`src/rtl/posit_round_encode_pipe_if.sv`:
```
// Handshake and data bundle for posit_round_encode_pipe.
//
// Signals:
//   in_valid / in_ready   : upstream handshake for one unpacked posit
//   in_sign, in_isZero,
//   in_isInf              : unpacked flags
//   in_exponent           : biased exponent (value - MAXEXP = signed exponent)
//   in_fraction           : fraction bits below the hidden one
//   in_trailing           : guard/round bits below in_fraction, MSB first
//   in_sticky             : OR of everything below in_trailing
//   out_valid / out_ready : downstream handshake
//   out_posit             : packed, rounded posit
//
// Handshake rule, identical on both ports: a word moves on a rising clock
// edge where valid and ready are both high. A producer holding valid high
// keeps its data stable until that edge; ready may depend combinationally
// on the consumer side but valid never depends on ready.
//
// Modports: master = the upstream producer / downstream consumer side
// (the bench), slave = the encoder.
interface posit_round_encode_pipe_if #(
  parameter int POSIT_WIDTH   = 8,
  parameter int POSIT_ES      = 1,
  parameter int TRAILING_BITS = 2
);
  localparam int FRAC_BITS = POSIT_WIDTH - 3 - POSIT_ES;
  localparam int MAXEXP    = (POSIT_WIDTH - 2) * (2 ** POSIT_ES);
  localparam int UEXP_BITS = $clog2(2 * MAXEXP + 1);

  logic                     in_valid;
  logic                     in_ready;
  logic                     in_sign;
  logic                     in_isZero;
  logic                     in_isInf;
  logic [UEXP_BITS-1:0]     in_exponent;
  logic [FRAC_BITS-1:0]     in_fraction;
  logic [TRAILING_BITS-1:0] in_trailing;
  logic                     in_sticky;
  logic                     out_valid;
  logic                     out_ready;
  logic [POSIT_WIDTH-1:0]   out_posit;

  modport slave (
    input  in_valid, in_sign, in_isZero, in_isInf, in_exponent,
    input  in_fraction, in_trailing, in_sticky, out_ready,
    output in_ready, out_valid, out_posit
  );

  modport master (
    output in_valid, in_sign, in_isZero, in_isInf, in_exponent,
    output in_fraction, in_trailing, in_sticky, out_ready,
    input  in_ready, out_valid, out_posit
  );
endinterface

```
`src/rtl/posit_round_encode_pipe.sv`:
```
// Two-stage posit encoder: takes an unpacked posit (sign, biased exponent,
// fraction plus guard/sticky bits) and produces the packed, rounded
// (round-to-nearest-even) N-bit posit.
//   S1: build the regime/es/fraction body and split it into kept bits,
//       guard bit and sticky.
//   S2: round, clamp to [minpos, maxpos], apply sign, handle zero/NaR.
//
// Ports:
//   clock  : sole clock, rising edge
//   resetn : asynchronous active-low reset (clears both stage valids)
//   bus    : posit_round_encode_pipe_if.slave handshake/data bundle
//
// Assumes POSIT_ES >= 1.
module posit_round_encode_pipe #(
  parameter int POSIT_WIDTH   = 8,
  parameter int POSIT_ES      = 1,
  parameter int TRAILING_BITS = 2
) (
  input  logic                          clock,
  input  logic                          resetn,
  posit_round_encode_pipe_if.slave      bus
);
  localparam int N         = POSIT_WIDTH;
  localparam int ES        = POSIT_ES;
  localparam int FRAC_BITS = N - 3 - ES;
  localparam int MAXEXP    = (N - 2) * (2 ** ES);
  localparam int UEXP_BITS = $clog2(2 * MAXEXP + 1);
  // Everything that can follow the regime: es, fraction, trailing, sticky.
  localparam int TAIL_W    = ES + FRAC_BITS + TRAILING_BITS + 1;
  // Two seed regime bits, the tail, and N zero bits of headroom so the
  // regime shift never pushes a set bit off the bottom.
  localparam int VW        = 2 + TAIL_W + N;

  localparam logic signed [UEXP_BITS:0] BIAS_S  = (UEXP_BITS+1)'(MAXEXP);
  localparam logic [UEXP_BITS-1:0]      EXP_TOP = UEXP_BITS'(2 * MAXEXP);
  localparam logic [N-1:0]              MAXPOS  = {1'b0, {(N-1){1'b1}}};
  localparam logic [N-1:0]              MINPOS  = N'(1);
  localparam logic [N-1:0]              NAR     = {1'b1, {(N-1){1'b0}}};

  // ---------------- pipeline control ----------------
  logic s1_valid;
  logic s2_valid;
  logic s1_load;
  logic s2_load;

  assign s2_load      = !s2_valid || bus.out_ready;
  assign s1_load      = !s1_valid || s2_load;
  assign bus.in_ready = s1_load;

  // ---------------- S1: regime build / align ----------------
  logic signed [UEXP_BITS:0] e_val;
  logic signed [UEXP_BITS:0] k_val;
  logic        [UEXP_BITS:0] shift_amt;
  logic        [VW-1:0]      seed;
  logic        [VW-1:0]      shifted;

  always_comb begin
    e_val = $signed({1'b0, bus.in_exponent}) - BIAS_S;
    k_val = e_val >>> ES;
    // k >= 0: seed "10" and replicate the leading 1 k times.
    // k <  0: seed "01" and replicate the leading 0 (-k-1) times; ~k == -k-1.
    shift_amt = k_val[UEXP_BITS] ? ~k_val : k_val;
    seed = {(k_val[UEXP_BITS] ? 2'b01 : 2'b10), e_val[ES-1:0], bus.in_fraction,
            bus.in_trailing, bus.in_sticky, {N{1'b0}}};
    shifted = VW'($signed(seed) >>> shift_amt);
  end

  logic [N-2:0] s1_body;
  logic         s1_guard;
  logic         s1_sticky;
  logic         s1_sign;
  logic         s1_inf;
  logic         s1_zero;
  logic         s1_sat;

  always_ff @(posedge clock) begin
    if (s1_load && bus.in_valid) begin
      s1_body   <= shifted[VW-1 -: N-1];
      s1_guard  <= shifted[VW-N];
      s1_sticky <= |shifted[VW-N-1:0];
      s1_sign   <= bus.in_sign;
      s1_inf    <= bus.in_isInf;
      s1_zero   <= bus.in_isZero;
      s1_sat    <= bus.in_exponent > EXP_TOP;
    end
  end

  // ---------------- S2: round / clamp / negate ----------------
  logic         round_inc;
  logic [N-1:0] mag_sum;
  logic [N-1:0] mag;
  logic [N-1:0] result;

  always_comb begin
    round_inc = s1_guard && (s1_sticky || s1_body[0]);
    mag_sum   = {1'b0, s1_body} + {{(N-1){1'b0}}, round_inc};
    // Carry into the sign position means rounding past maxpos; a finite
    // nonzero value must never collapse to zero either.
    if (s1_sat || mag_sum[N-1]) mag = MAXPOS;
    else if (mag_sum == '0)     mag = MINPOS;
    else                        mag = mag_sum;
    if (s1_inf)       result = NAR;
    else if (s1_zero) result = '0;
    else if (s1_sign) result = -mag;
    else              result = mag;
  end

  logic [N-1:0] out_q;

  always_ff @(posedge clock or negedge resetn) begin
    if (!resetn) begin
      s1_valid <= 1'b0;
      s2_valid <= 1'b0;
      out_q    <= '0;
    end else begin
      if (s1_load) s1_valid <= bus.in_valid;
      if (s2_load) begin
        s2_valid <= s1_valid;
        if (s1_valid) out_q <= result;
      end
    end
  end

  assign bus.out_valid = s2_valid;
  assign bus.out_posit = out_q;
endmodule

```
`src/flat_wrapper.sv`:
```
// flat-port wrapper written by rule: the top's interface ports become plain ports
module posit_round_encode_pipe_flat 
#(
  parameter int POSIT_WIDTH   = 8,
  parameter int POSIT_ES      = 1,
  parameter int TRAILING_BITS = 2
)
  (clock, resetn, bus_in_valid, bus_in_sign, bus_in_isZero, bus_in_isInf, bus_in_exponent, bus_in_fraction, bus_in_trailing, bus_in_sticky, bus_out_ready, bus_in_ready, bus_out_valid, bus_out_posit);
  posit_round_encode_pipe_if #(.POSIT_WIDTH(POSIT_WIDTH), .POSIT_ES(POSIT_ES), .TRAILING_BITS(TRAILING_BITS)) bus_i ();
  input  logic clock;
  input  logic resetn;
  input wire logic [$bits(bus_i.in_valid)-1:0] bus_in_valid;
  input wire logic [$bits(bus_i.in_sign)-1:0] bus_in_sign;
  input wire logic [$bits(bus_i.in_isZero)-1:0] bus_in_isZero;
  input wire logic [$bits(bus_i.in_isInf)-1:0] bus_in_isInf;
  input wire logic [$bits(bus_i.in_exponent)-1:0] bus_in_exponent;
  input wire logic [$bits(bus_i.in_fraction)-1:0] bus_in_fraction;
  input wire logic [$bits(bus_i.in_trailing)-1:0] bus_in_trailing;
  input wire logic [$bits(bus_i.in_sticky)-1:0] bus_in_sticky;
  input wire logic [$bits(bus_i.out_ready)-1:0] bus_out_ready;
  output wire logic [$bits(bus_i.in_ready)-1:0] bus_in_ready;
  output wire logic [$bits(bus_i.out_valid)-1:0] bus_out_valid;
  output wire logic [$bits(bus_i.out_posit)-1:0] bus_out_posit;
  assign bus_i.in_valid = bus_in_valid;
  assign bus_i.in_sign = bus_in_sign;
  assign bus_i.in_isZero = bus_in_isZero;
  assign bus_i.in_isInf = bus_in_isInf;
  assign bus_i.in_exponent = bus_in_exponent;
  assign bus_i.in_fraction = bus_in_fraction;
  assign bus_i.in_trailing = bus_in_trailing;
  assign bus_i.in_sticky = bus_in_sticky;
  assign bus_i.out_ready = bus_out_ready;
  assign bus_in_ready = bus_i.in_ready;
  assign bus_out_valid = bus_i.out_valid;
  assign bus_out_posit = bus_i.out_posit;
  posit_round_encode_pipe #(.POSIT_WIDTH(POSIT_WIDTH), .POSIT_ES(POSIT_ES), .TRAILING_BITS(TRAILING_BITS)) u_core (.clock(clock), .resetn(resetn), .bus(bus_i));
endmodule
```
`config.mk`:
```
export PLATFORM = sky130hd
export DESIGN_NAME = posit_round_encode_pipe_flat
export DESIGN_NICKNAME = d
export VERILOG_FILES = /design/src/rtl/posit_round_encode_pipe_if.sv /design/src/rtl/posit_round_encode_pipe.sv /design/src/flat_wrapper.sv
export SDC_FILE = /design/constraint.sdc
export NUM_CORES = 1
export LEC_CHECK = 0
export CAP_MARGIN = 5
export CORE_ASPECT_RATIO = 0.9
export CORE_MARGIN = 4
export CORE_UTILIZATION = 40
export DETAILED_ROUTE_END_ITERATION = 8
export SYNTH_ARGS = -nofsm -noshare
export SYNTH_HDL_FRONTEND = slang
export SYNTH_SLANG_ARGS = --single-unit
```
`constraint.sdc`:
```
create_clock -name clock -period 2.9 [get_ports clock]
set_input_delay 0.29 -clock clock [delete_from_list [all_inputs] [get_ports clock]]
set_output_delay 0.29 -clock clock [all_outputs]
set_load 0.05 [all_outputs]
```
* Word-level counts from Yosys, hierarchy flattened
Index checks and enable logic that the tools add are counted.
** Cells by class
- Add/subtract/negate cells :: 3
- $mul :: 0
- Divide/modulo/power cells :: 0
- Order comparisons :: 1
- Equal/unequal tests :: 0
- Shift operators :: 1
- Muxes and demuxes :: 7
- Bitwise operators :: 1
- Reductions and logical operators :: 11
** Operators by type and width (count)
- 2-to-1 mux 8 bit :: 5
- >>> shifter 18 x 6 -> 18 bit :: 1
- OR reduction 10 bit :: 1
- adder 7 x 1 -> 8 bit :: 1
- logical NOT 8 bit :: 1
- negation 8 bit :: 1
- 2-to-1 mux 6 bit :: 1
- NOT 5 -> 6 bit :: 1
- subtractor 5 x 4 -> 6 bit (second input constant) :: 1
- greater-than comparator 5 bit (second input constant) :: 1
- logical OR 1 bit :: 4
- logical AND 1 bit :: 2
- logical NOT 1 bit :: 2
- 2-to-1 mux 2 bit :: 1
- AND reduction 2 bit :: 1
** Word-level totals
- Bits in registers :: 23
- Latch bits :: 0
- Bits in writable memories :: 0
- ROM bits :: 0
- Input bits :: 19
- Output and inout bits :: 10
- Memories kept :: 0

* Longest topological paths before layout
- Word-level depth :: 10
- Gate-level depth with buffers :: 13

* Least setup slack after synthesis
OpenSTA, ideal clock, no wires.
- Path type :: register -> register
- From :: reg u_core.s1_body[0]
- To :: reg u_core.out_q[4], in the netlist u_core.bus.out_posit[4]
- Setup time :: 132 ps
- Data arrival time :: 2446 ps
- Slack :: 322 ps
- Cell stages (with the launch flop) :: 14
- Buffers on the path :: 1
- Clock period less this slack :: 2578 ps
- Cells stage by stage :: edfxtp_1 o21a_1 ha_1 ha_1 and3_1 clkbuf_1 or2_1 a211oi_2 nor3_1 ha_1 nand2_1 o21ai_0 xnor2_1 o21ai_0
** Between the ends
- Word-level cells in the longest chain between the ends :: 10
- Elaborated cells between the ends (all ways) :: 11
** Ends and longest elaborated chain
- from (decl) :: RTL line posit_round_encode_pipe.sv:68 : logic [N-2:0] s1_body;
- from (signal assigned) :: RTL line posit_round_encode_pipe.sv:78 : s1_body <= shifted[VW-1 -: N-1];
- logical OR 1 bit :: RTL line posit_round_encode_pipe.sv:95 : round_inc = s1_guard && (s1_sticky || s1_body[0]);
- logical AND 1 bit :: RTL line posit_round_encode_pipe.sv:95
- adder 7 x 1 -> 8 bit (*) :: RTL line posit_round_encode_pipe.sv:96 : mag_sum = {1'b0, s1_body} + {{(N-1){1'b0}}, round_inc};
- logical NOT 8 bit :: RTL line posit_round_encode_pipe.sv:100 : else if (mag_sum == '0) mag = MINPOS;
- 2-to-1 mux 8 bit :: RTL line posit_round_encode_pipe.sv:100
- 2-to-1 mux 8 bit (*) :: RTL line posit_round_encode_pipe.sv:99 : if (s1_sat || mag_sum[N-1]) mag = MAXPOS;
- negation 8 bit :: RTL line posit_round_encode_pipe.sv:104 : else if (s1_sign) result = -mag;
- 2-to-1 mux 8 bit (*) :: RTL line posit_round_encode_pipe.sv:104
- 2-to-1 mux 8 bit (*) :: RTL line posit_round_encode_pipe.sv:103 : else if (s1_zero) result = '0;
- 2-to-1 mux 8 bit (*) :: RTL line posit_round_encode_pipe.sv:102 : if (s1_inf) result = NAR;
- to (signal assigned) :: RTL line posit_round_encode_pipe.sv:119 : if (s1_valid) out_q <= result;
- to (decl) :: RTL line posit_round_encode_pipe.sv:108 : logic [N-1:0] out_q;
Every way passes the cells marked *; elsewhere a longest branch is shown, timed or not.
A chain may end at the register's enable or synchronous reset.

* Worst setup path in the final report
Same ends and word-level chain as after synthesis.

==> impl_results.md <==
- Status: complete, no violations
- Asr flop ratio synth: 0.4348
- Slew headroom: 0.6272
- Non-Filler Instances: 353
- Clk pin slew, worst setup/hold paths: 0.08 ns
- Placement row count: 25
- Post-synth EDFFs: 13
- Clk_skew: 0.003818 ns
- Vias: 2,033
- IO buf count: 28
- P_int: 0.6646 mW
- Worst R2R Setup Slack: 0.25 ns
- Fin crit share: 0.9153
- Initial Util: 0.4103
- Mapped cell area: 2143 um^2
- Synth Warn #: 0
- Commonest non-fill, non-tap cell in the layout: clkdlybuf4s50_1
- Combinational group share of total power: 0.416
- Setup-failing EPs final: 0
- Share of power burned in registers: 0.395
- # Post-CTS Setup Buffers: 0
- Final wirelength: 5175 um
- Startpoint types: flip-flop
- Root Buffer: clkbuf_8
- Vias in the first global route: 1,960
- H-tree levels: 1
- Sequential-to-total area share from yosys stat: 0.2989
- Gr ovfl total: 0
- Detail Route Antenna Nets: 0
- Fmax: 0.3767 GHz
- Layout area overhead: 19.44%
- Top_reg_cell synth: edfxtp_1
- Lkg Pwr: 0.9387 nW
- Register bit total from synthesis: 23
- Max rail drop VDD: 0.1761 mV
- Residual DRC: 0
- Sw power: 0.3851 mW
- Final Hold Fails: 0
- Max-cap violations: 0
- Initial antenna violation count: 0
- First drt pass iteration count: 4
- Iteration-0 DRC count of the detailed router: 112
- FF-to-FF path depth: 12
- Unique cell type count in the Yosys netlist: 58
- Die Ht: 77.45 um
- WS Path Type: flip-flop to flip-flop
- CP arrival: 2.79 ns
- Post-synthesis cell count: 262
- Ant diodes: 0
- Slowest stage delay, CP: 0.39 ns
- Most frequent cells in the layout: clkdlybuf4s50_1, nand2_1, a21oi_1
- Max clock buf depth: 2
- Largest net degree at the start of global routing: 24
- Hold crit path type: primary input to asynchronous set/reset pin
- CTS sink cnt: 23
- Width of the die: 85.16 um
- TritonCTS Buffers: 3
- DIE AREA: 6595 um^2
- Syn_area_per_cell: 8.181 um^2
- Worst Max-Slew Pin Slew: 0.5593 ns
- Maximum fanout along the worst path: 6
- Hpwl dp: 4078 um
- Clk Latency, worst-skew pair: 0.26 ns
- Share of cells above drive strength 1: 0.1189
- Slowest CP cell: edfxtp_1
- Global-route wire length before repair: 9073 um
- CP cell instances: o21a_1 > ha_1 > ha_2 > and3_2 > or2_1 > a211oi_2 > nor3_1 > ha_1 > nand2_1 > o21ai_0 > xnor2_1 > o21ai_0
- PD cells: 410.0 nW/um^2
- Setup TNS: 0 ns
- Fin crit period: 2.654 ns
- Cell count after placement: 349
- Sw Ratio: 0.3669
- IO Count: 29
- Critical path endpoint category: flip-flop
- Clock power share: 0.189
- Slew Viols, Final: 0
- Syn_nets: 286
- Worst Path Required: 3.04 ns
- CTS tree: done
- Core Region: 5224 um^2
- Vias/cell: 5.759
- Final net count: 311
- All-Layer GR Usage: 0.1610
- Wire per inst: 14.66 um
- Placer Congestion: 0.9232
- RSZ-0062 raised after global routing: no
[through the flow]
| step | total power [mW] | hold WS, ns | cell area [um^2] | utilization | worst slack [ns] |
|---|---|---|---|---|---|
| CTS | 1.052 | 0.3622 | 2556 | 0.4893 | 0.1285 |
| detailed placement | 0.8557 | 0.4715 | 2511 | 0.4807 | 0.1449 |
| global placement | 0.8552 | 0.4710 | 2511 | 0.4807 | 0.1628 |
| global route | 1.115 | 0.3852 | 2560 | 0.4901 | 0.04060 |
| finish | 1.050 | 0.3477 | 2560 | 0.4901 | 0.2456 |
| floorplan | 0.7200 | -0.005591 | 2143 | - | 0.3216 |
[cell usage after synthesis (5+ instances only)]
cell / count / share of area
inv_1: 6 / 0.011
edfxtp_1: 13 / 0.18
nand4_1: 5 / 0.015
nor3_1: 11 / 0.026
o21ai_0: 18 / 0.042
nand2b_1: 6 / 0.018
clkbuf_1: 11 / 0.019
ha_1: 5 / 0.029
nor2_1: 20 / 0.035
dfrtp_1: 10 / 0.12
xnor2_1: 10 / 0.041
a31oi_1: 6 / 0.018
nand3_1: 5 / 0.012
mux2i_1: 5 / 0.023
a21oi_1: 22 / 0.051
nor2b_1: 6 / 0.018
nand2_1: 25 / 0.044
buf_2: 8 / 0.019
and3_1: 6 / 0.018
[state kept, by name, summed over array words and instances, names as in the netlist]
name and count:
u_core.s1_sticky 1, u_core.bus.out_valid 1, u_core.s1_sign 1, u_core.bus.out_posit 8, u_core.s1_zero 1, u_core.s1_valid 1, u_core.s1_inf 1, u_core.s1_sat 1
u_core.s1_guard 1, u_core.s1_body 7
[cell families (layout without fill, tap and decap cells)]
logic type                 Yosys count  after routing  share of synthesized area
and+or+nand+nor                     98             98                     0.2312
AOI/OAI and AO/OA                   86             86                     0.2814
buffers and inverters               29             53                    0.05721
DFF                                 23             23                     0.2989
xor gates and xnor gates            12             12                    0.05254
muxes                                9              9                    0.04962
adders and majority gates            5              5                    0.02919
[worst max-delay path: cells and delay by family (launching register included)]
family / cells / cell delay, ns
fa+ha+maj: 3 / 0.68
compound gates: 4 / 0.64
simple gates: 4 / 0.64
flops: 1 / 0.39
xor+xnor: 1 / 0.18
[cell type report]
type,instances,area (um^2)
timing repair buffer,40,370.4
clock buffer,4,45.04
fill,490,2664
multi-input combinational,210,1384
tap,67,83.83
inverter,9,36.28
sequential,23,640.6
[what timing repair did]
action | in CTS | in global routing
endpoints found under the setup margin | 0 | 2
resized for setup | 0 | 2
hold buffers | 0 | 0
[metal layers]
metal	routed length, um	GRT usage	vias to the layer above	part of all wire
met5	0	0	-	0
met4	48	0.03481	0	0.0093
met3	245	0.02017	6	0.047
met2	2387	0.2679	54	0.46
met1	2494	0.2229	944	0.48
li1	-	-	1029	-
[worst paths after layout]
| kind | from | endpoint |
|---|---|---|
| min | resetn | u_core.bus.out_posit[6] |
| min reg2reg | u_core.bus.out_posit[7] | u_core.bus.out_posit[7] |
| max in group asynchronous | resetn | u_core.bus.out_posit[5] |
| max reg2reg | u_core.s1_body[0] | u_core.bus.out_posit[4] |
| min in group clock | u_core.bus.out_posit[7] | u_core.bus.out_posit[7] |
| max | u_core.s1_body[0] | u_core.bus.out_posit[4] |
[power by group through the flow]
stage,Sequential [mW],Clock (mW),Combinational [mW]
floorplan,0.460,0,0.260
global placement,0.420,0,0.435
detailed placement,0.421,0,0.435
CTS,0.414,0.202,0.436
global route,0.420,0.215,0.481
finish,0.414,0.198,0.437
Note: power is estimated with default switching activity, not from simulation.
